## src/rtl/arith_arbiter.sv

```systemverilog
// Two-requester round-robin arbiter sharing one 4-bit add/subtract unit,
// with a single registered response slot and saturating per-requester counters.

module ArithmeticUnit (
    input  logic [3:0] a,
    input  logic [3:0] b,
    input  logic       sel,
    output logic [3:0] result,
    output logic       carry,
    output logic       overflow
);

    logic [4:0] wide;

    // For subtraction the fifth bit of the 5-bit difference is the borrow (a < b).
    always_comb begin
        if (sel) begin
            wide = {1'b0, a} - {1'b0, b};
        end else begin
            wide = {1'b0, a} + {1'b0, b};
        end
        result = wide[3:0];
        carry  = wide[4];
        if (sel) begin
            overflow = (a[3] != b[3]) && (result[3] != a[3]);
        end else begin
            overflow = (a[3] == b[3]) && (result[3] != a[3]);
        end
    end

endmodule

module arith_arbiter #(
    parameter int CNT_W = 8
) (
    input  logic             clk,
    input  logic             rst,
    input  logic             req0_valid,
    input  logic [3:0]       req0_a,
    input  logic [3:0]       req0_b,
    input  logic             req0_sel,
    output logic             req0_ready,
    input  logic             req1_valid,
    input  logic [3:0]       req1_a,
    input  logic [3:0]       req1_b,
    input  logic             req1_sel,
    output logic             req1_ready,
    output logic             rsp_valid,
    input  logic             rsp_ready,
    output logic             rsp_id,
    output logic [3:0]       rsp_result,
    output logic             rsp_carry,
    output logic             rsp_overflow,
    output logic [CNT_W-1:0] cnt0,
    output logic [CNT_W-1:0] cnt1
);

    typedef enum logic {
        EMPTY = 1'b0,
        FULL  = 1'b1
    } state_t;

    localparam logic [CNT_W-1:0] CNT_ONE = {{(CNT_W-1){1'b0}}, 1'b1};

    state_t           state_q, state_d;
    logic             last_grant_q, last_grant_d;
    logic             rsp_id_q, rsp_id_d;
    logic [3:0]       rsp_result_q, rsp_result_d;
    logic             rsp_carry_q, rsp_carry_d;
    logic             rsp_overflow_q, rsp_overflow_d;
    logic [CNT_W-1:0] cnt0_q, cnt0_d;
    logic [CNT_W-1:0] cnt1_q, cnt1_d;

    logic       accept_ok;
    logic       any_valid;
    logic       grant;
    logic       xfer;
    logic       consume;
    logic [3:0] alu_a;
    logic [3:0] alu_b;
    logic       alu_sel;
    logic [3:0] alu_result;
    logic       alu_carry;
    logic       alu_overflow;

    // On a tie the requester not granted last time wins.
    always_comb begin
        accept_ok = (state_q == EMPTY) || rsp_ready;
        any_valid = req0_valid || req1_valid;
        if (req0_valid && req1_valid) begin
            grant = ~last_grant_q;
        end else begin
            grant = req1_valid;
        end
        xfer       = !rst && accept_ok && any_valid;
        req0_ready = xfer && (grant == 1'b0);
        req1_ready = xfer && (grant == 1'b1);
        consume    = (state_q == FULL) && rsp_ready;
        alu_a      = grant ? req1_a   : req0_a;
        alu_b      = grant ? req1_b   : req0_b;
        alu_sel    = grant ? req1_sel : req0_sel;
    end

    ArithmeticUnit u_alu (
        .a        (alu_a),
        .b        (alu_b),
        .sel      (alu_sel),
        .result   (alu_result),
        .carry    (alu_carry),
        .overflow (alu_overflow)
    );

    always_comb begin
        state_d        = state_q;
        last_grant_d   = last_grant_q;
        rsp_id_d       = rsp_id_q;
        rsp_result_d   = rsp_result_q;
        rsp_carry_d    = rsp_carry_q;
        rsp_overflow_d = rsp_overflow_q;
        cnt0_d         = cnt0_q;
        cnt1_d         = cnt1_q;

        if (consume) begin
            if (rsp_id_q == 1'b0) begin
                cnt0_d = (cnt0_q == '1) ? cnt0_q : cnt0_q + CNT_ONE;
            end else begin
                cnt1_d = (cnt1_q == '1) ? cnt1_q : cnt1_q + CNT_ONE;
            end
        end

        if (xfer) begin
            state_d        = FULL;
            last_grant_d   = grant;
            rsp_id_d       = grant;
            rsp_result_d   = alu_result;
            rsp_carry_d    = alu_carry;
            rsp_overflow_d = alu_overflow;
        end else if (consume) begin
            state_d = EMPTY;
        end
    end

    // Reset discards any pending response without counting it.
    always_ff @(posedge clk) begin
        if (rst) begin
            state_q        <= EMPTY;
            last_grant_q   <= 1'b1;
            rsp_id_q       <= 1'b0;
            rsp_result_q   <= 4'd0;
            rsp_carry_q    <= 1'b0;
            rsp_overflow_q <= 1'b0;
            cnt0_q         <= '0;
            cnt1_q         <= '0;
        end else begin
            state_q        <= state_d;
            last_grant_q   <= last_grant_d;
            rsp_id_q       <= rsp_id_d;
            rsp_result_q   <= rsp_result_d;
            rsp_carry_q    <= rsp_carry_d;
            rsp_overflow_q <= rsp_overflow_d;
            cnt0_q         <= cnt0_d;
            cnt1_q         <= cnt1_d;
        end
    end

    assign rsp_valid    = (state_q == FULL);
    assign rsp_id       = rsp_id_q;
    assign rsp_result   = rsp_result_q;
    assign rsp_carry    = rsp_carry_q;
    assign rsp_overflow = rsp_overflow_q;
    assign cnt0         = cnt0_q;
    assign cnt1         = cnt1_q;

endmodule
```

## config.mk

```make
export PLATFORM = sky130hd
export DESIGN_NAME = arith_arbiter
export DESIGN_NICKNAME = d
export VERILOG_FILES = /design/src/rtl/arith_arbiter.sv
export SDC_FILE = /design/constraint.sdc
export NUM_CORES = 1
export LEC_CHECK = 0
export CORE_AREA = 3 3 61 63
export CTS_BUF_LIST = sky130_fd_sc_hd__clkbuf_8
export CTS_CLUSTER_DIAMETER = 80
export DETAILED_ROUTE_END_ITERATION = 6
export DIE_AREA = 0 0 64 66
export PLACE_DENSITY_LB_ADDON = 0.2
export SYNTH_ARGS = -nofsm -noshare
export SYNTH_HDL_FRONTEND = slang
export SYNTH_SLANG_ARGS = --single-unit
export TNS_END_PERCENT = 5
```

## constraint.sdc

```tcl
create_clock -name clk -period 3.5 [get_ports clk]
set_input_delay 1.05 -clock clk [delete_from_list [all_inputs] [get_ports clk]]
set_output_delay 1.05 -clock clk [all_outputs]
set_load 0.02 [all_outputs]
```

# Word-level counts from Yosys, hierarchy flattened
# Index checks and enable logic that the tools add are counted.
word_totals:
  register_bits: 25
  input_bits: 23
  output_inout_bits: 26
classes:
  add_sub_neg: 4
  eq_ne: 5
  mux: 8
  bitwise_logic: 6
  reduce_logical: 14
ops:
  columns: ["op", "n"]
  rows:
  - ["$add 8x1->8 const B", 2]
  - ["$eq 8x8->1 const B", 2]
  - ["$logic_and 1x1->1", 8]
  - ["$mux 4", 2]
  - ["$not 1->1", 6]
  - ["$reduce_and 3->1", 2]
  - ["$add 4x4->5", 1]
  - ["$mux 1", 5]
  - ["$mux 5", 1]
  - ["$sub 4x4->5", 1]
  - ["$logic_or 1x1->1", 2]
  - ["$ne 1x1->1", 2]
  - ["$reduce_bool 2->1", 1]
  - ["$eq 1x1->1", 1]
  - ["$logic_not 1->1", 1]

# Logic depth before layout (Yosys ltp)
depth:
  word_depth: 8
  ltp_mapped: 11

# Hierarchy
# From an unflattened synthesis, not the netlist that was laid out.
hier_totals:
  cells_unflattened: 176
  hier_area_um2: 1519.0
by_module_without_submodules:
  columns: ["module", "instances", "cells_per_inst", "area_per_inst_um2", "seq_area_each_um2"]
  rows:
  - ["arith_arbiter", 1, 143, 1266.2, 500.5]
  - ["ArithmeticUnit", 1, 33, 252.7, 0.0]

# Least setup slack after synthesis
# OpenSTA, ideal clock, no wires.
synth_path:
  path_kind: "input port to flip-flop"
  start: "input req1_valid"
  end: "register rsp_overflow_q, in the netlist rsp_overflow"
  setup_ns: 0.122
  arrival_time_ns: 3.013
  t_required_ns: 3.378
  path_slack_ns: 0.365
  stages: 10
  n_path_buf: 0
  cell_sequence: "a21boi_4 -> mux2i_2 -> o21ai_0 -> xnor2_1 -> mux2i_1 -> ha_1 -> a21o_1 -> a22oi_1 -> a211oi_1 -> nand3b_1"
synth_via:
  elab_chain_cells: 8
  word_cells_on_any_way: 16
synth_lines:
  columns: ["item", "line", "source"]
  rows:
  - ["start: declaration", "43", "input logic req1_valid,"]
  - ["$logic_and 1x1->1", "90", "if (req0_valid && req1_valid) begin"]
  - ["$mux 1", "90", null]
  - ["$mux 4 (on tied branches)", "99, 100", null]
  - ["$add 4x4->5 or $sub 4x4->5 (tied branches)", "20, 18", null]
  - ["$mux 5", "17", "if (sel) begin"]
  - ["$ne 1x1->1", "25, 27", null]
  - ["$logic_and 1x1->1 (on tied branches)", "27, 25", null]
  - ["$mux 1", "24", "if (sel) begin"]
  - ["end signal: assignment", "160", "rsp_overflow_q <= rsp_overflow_d;"]
  - ["end: declaration", "70", "logic rsp_overflow_q, rsp_overflow_d;"]
# Parallel ways exist; a longest one is shown, timed or not.
# A chain may end at the register's enable or synchronous reset.

# Final worst setup path
layout_path:
  start: "input rsp_ready"
  end: "output req1_ready"
layout_via:
  elab_chain_cells: 4
layout_lines:
  columns: ["item", "line", "source"]
  rows:
  - ["start: declaration", "49", "input logic rsp_ready,"]
  - ["$logic_or 1x1->1", "88", "accept_ok = (state_q == EMPTY) || rsp_ready;"]
  - ["$logic_and 1x1->1 (2 in series)", "95", "xfer = !rst && accept_ok && any_valid;"]
  - ["$logic_and 1x1->1", "97", "req1_ready = xfer && (grant == 1'b1);"]
  - ["end: declaration", "47", "output logic req1_ready,"]
# No other way between the ends.

==> reports/qor.txt <==
Status -> completed
Critical path arrival -> 2.39 ns
Worst-case clock buffer depth -> 2
Routability cong. -> 0.863
Adder-cell share of the synthesized area -> 5.50%
First-pass GRT wire length -> 6220 um
Post-CTS Hold Fix Bufs -> 0
GR Util All Layers -> 18.5%
NumNets Final -> 269
Register share of total power -> 41.0%
Clock power share -> 22.9%
Main combinational cell family by area after synthesis -> simple AND/OR/NAND/NOR gates
Reg2reg end -> rsp_overflow$_SDFFE_PP0P_
Worst Setup End Kind -> primary output
Total number of vias -> 1,461
Die ar. -> 0.00422 mm^2
TritonCTS clock tree -> done
DR DRC count -> 0
Slew headroom -> 71.4%
Highest Clock Rate -> 290 MHz
Crit Reg-Reg Startpoint -> last_grant_q$_SDFFE_PP1P_
Startpoint Class -> primary input
WL final -> 3750 um
Yosys warning count -> 0
Vias per Instance -> 5.13
Multiplexer area fraction after synthesis -> 9.92%
Register area share after synthesis -> 33.3%
Fraction of layout cells with a size suffix above 1 -> 18.0%
Final std cells w/o fill -> 285
Max Cap Viol -> 0
Starting Density -> 45.7%
Placed cell count -> 280
Number of synthesized flops with an enable pin -> 0
Synth Instances -> 171
Dpl cell area -> 0.00217 mm^2
Reg2reg setup slack -> 1.03 ns
Clk root buf -> clkbuf_8
WHS Path Cells -> 2
CORE AREA -> 0.00328 mm^2
Largest net degree at the start of global routing -> 25
First DRT Iteration DRCs -> 57
Worst slew pin tran -> 0.429 ns
Pwr Density -> 338 mW/mm^2
Setup ws final -> 0.0557 ns
DRT Pass-1 Iters -> 4
Critical path class -> primary input to primary output
ANT nets after route -> 0
Area Growth Syn to Fin -> 50.2%
Reg clk slew, reported paths -> 0.08 ns
Setup violators final -> 0
VDD IR max -> 0.193 mV
Mapped Area -> 0.00150 mm^2
Die Ht -> 66 um
Congestion Overflow GR -> 0
Complex-gate fraction of the synthesized area -> 12.6%
Clock Latency Late Sink -> 0.27 ns
Num CTS Buffers -> 3
IO buf count -> 48
Sw frac -> 30.5%
FILL cells -> 285
Syn Area/Cell -> 8.78 um^2
Worst Skew -> 0.0134 ns
Comb pwr share -> 36.1%
Detailed Place HPWL -> 2980 um
# H-tree levels -> 1
Pre-CTS WS -> -0.262 ns
Worst path required time -> 2.45 ns
Num Clock Sinks -> 25
Post-synthesis xor/xnor area fraction -> 12.2%
Syn_nets -> 200
P_leak -> 0.887 nW
Critical Path Fanout Max -> 3
Site row count -> 21
Hold Crit Class -> flop to flop
Synth Register Bits -> 25
NetSw -> 0.000233 W
Worst Hold Path EP -> rsp_result[2]$_SDFFE_PP0P_
Netlist cell types -> 34
IO Pins -> 49
Setup TNS -> 0 ns
Vias in the first global route -> 1,449
Crit path time final -> 3.44 ns
Die width -> 64 um
Ys async rst share -> 0%
Pint -> 0.000529 W
Initial antenna violation count -> 0
Count of pins over their slew limit -> 0
Reg2reg path depth -> 11
Min-delay src -> rsp_result[2]$_SDFFE_PP0P_
Antenna diodes -> 0
Final worst-path cycle share -> 98.4%
Post-synthesis simple-gate area fraction -> 23.9%
Post-Layout Inst Area -> 0.00225 mm^2
Final Hold Viols -> 0
Avg WL per Cell -> 13.2 um
Primary FF master, synth -> dfxtp_1
Unrepaired setup endpoints after global routing -> no
Hold Slack -> 0.472 ns
cells in the final DEF, fill, tap and decap left out, types with 3 or more instances in the layout:
cell type / synthesis / final
o21ai_1: 1 / 4
nand2_1: 11 / 10
nand3_1: 5 / 5
ha_1: 5 / 5
o21ai_0: 8 / 5
xnor2_1: 12 / 12
or3_1: 4 / 4
buf_4: 1 / 21
nand4_1: 5 / 5
dfxtp_1: 25 / 25
nor3_1: 7 / 7
nand3b_1: 6 / 6
nor2b_1: 3 / 3
mux2_2: 4 / 4
nor2_1: 22 / 22
mux2i_1: 9 / 9
a21oi_1: 7 / 6
inv_1: 4 / 4
clkbuf_8: 0 / 3
clkdlybuf4s50_1: 0 / 44
xor2_1: 9 / 8
worst max-delay path, cell delays in order:
cell and delay [ns]:
clkdlybuf4s50_1 0.50, nor2b_1 0.09, nor3_1 0.23, and2_1 0.19, dlygate4sd2_1 0.34
metal layers:
| metal | global-route usage (%) | vias to the layer above | wire length, um |
|---|---|---|---|
| li1 | - | 732 | - |
| met1 | 20.7 | 695 | 1510 |
| met2 | 35.2 | 32 | 2070 |
| met3 | 2.89 | 2 | 147 |
| met4 | 6.47 | 0 | 23 |
| met5 | 0 | - | 0 |
state kept, by name, summed over array words and instances (netlist names):
register	cells
cnt0	8
cnt1	8
last_grant_q	1
rsp_carry	1
rsp_id	1
rsp_overflow	1
rsp_result	4
rsp_valid	1
worst max-delay path by stage:
stage,startpoint,endpoint,slack (ns),cells after the start
4_1_cts,req0_valid,rsp_overflow$_SDFFE_PP0P_,0.01,13
3_5_place_dp,req0_valid,rsp_overflow$_SDFFE_PP0P_,-0.26,12
3_3_place_gp,rsp_ready,req0_ready,-0.26,5
2_1_floorplan,req1_valid,rsp_overflow$_SDFFE_PP0P_,0.36,10
6_report,rsp_ready,req1_ready,0.06,5
5_1_grt,rsp_ready,req1_ready,0.002,5
cell type report:
type                    instances  area, um^2  area share [%]
multi-input cells             137         996            44.2
repair buffers                 69         637            28.2
flip-flops and latches         25         500            22.2
well taps                      46        57.6            2.55
clock buffers                   3        41.3            1.83
inverters                       4        15.0           0.666
clock inverters                 1        7.51           0.333
logic make-up after synthesis:
| group | count (synthesis) |
|---|---|
| compound gates | 26 |
| simple gates | 70 |
| mux | 14 |
| flops | 25 |
| fa+ha+maj | 6 |
| buf+inv | 9 |
| xor+xnor | 21 |
synthesized netlist by cell type (all sizes together) (2+ instances only):
library cell | instances | area (um^2)
mux2 | 4 | 45.0
a211oi | 3 | 22.5
nor2b | 3 | 18.8
or3 | 4 | 25.0
nand4 | 5 | 31.3
inv | 4 | 15.0
nand3b | 6 | 45.0
a21oi | 7 | 35.0
o21ai | 10 | 53.8
nand3 | 6 | 35.0
and3 | 4 | 27.5
ha | 5 | 62.6
nor2 | 22 | 82.6
nand2 | 11 | 41.3
dfxtp | 25 | 500
a21o | 2 | 15.0
xnor2 | 12 | 105
nor3 | 7 | 35.0
mux2i | 10 | 104
xor2 | 9 | 78.8
clkbuf | 4 | 15.0
power by group through the flow:
stage	clock (W)	sequential, W	combinational, W
finish	0.000174	0.000312	0.000275
global route	0.000195	0.000314	0.000299
floorplan	0	0.000335	0.000118
global placement	0	0.000319	0.000249
detailed placement	0	0.000318	0.000257
CTS	0.000176	0.000312	0.000258
what timing repair did:
item / in CTS / in global routing
endpoints found under the setup margin: 2 / 5
pin swaps: 0 / 3
resized for setup: 2 / 13
setup buffers: 0 / 1
through the flow:
| step | util (%) | power [W] |
|---|---|---|
| global route | 68.6 | 0.000808 |
| CTS | 67.4 | 0.000746 |
| detailed placement | 66.0 | 0.000575 |
| global placement | 66.0 | 0.000568 |
| finish | 68.6 | 0.000762 |
| floorplan | - | 0.000453 |
Note: power is estimated with default switching activity, not from simulation.
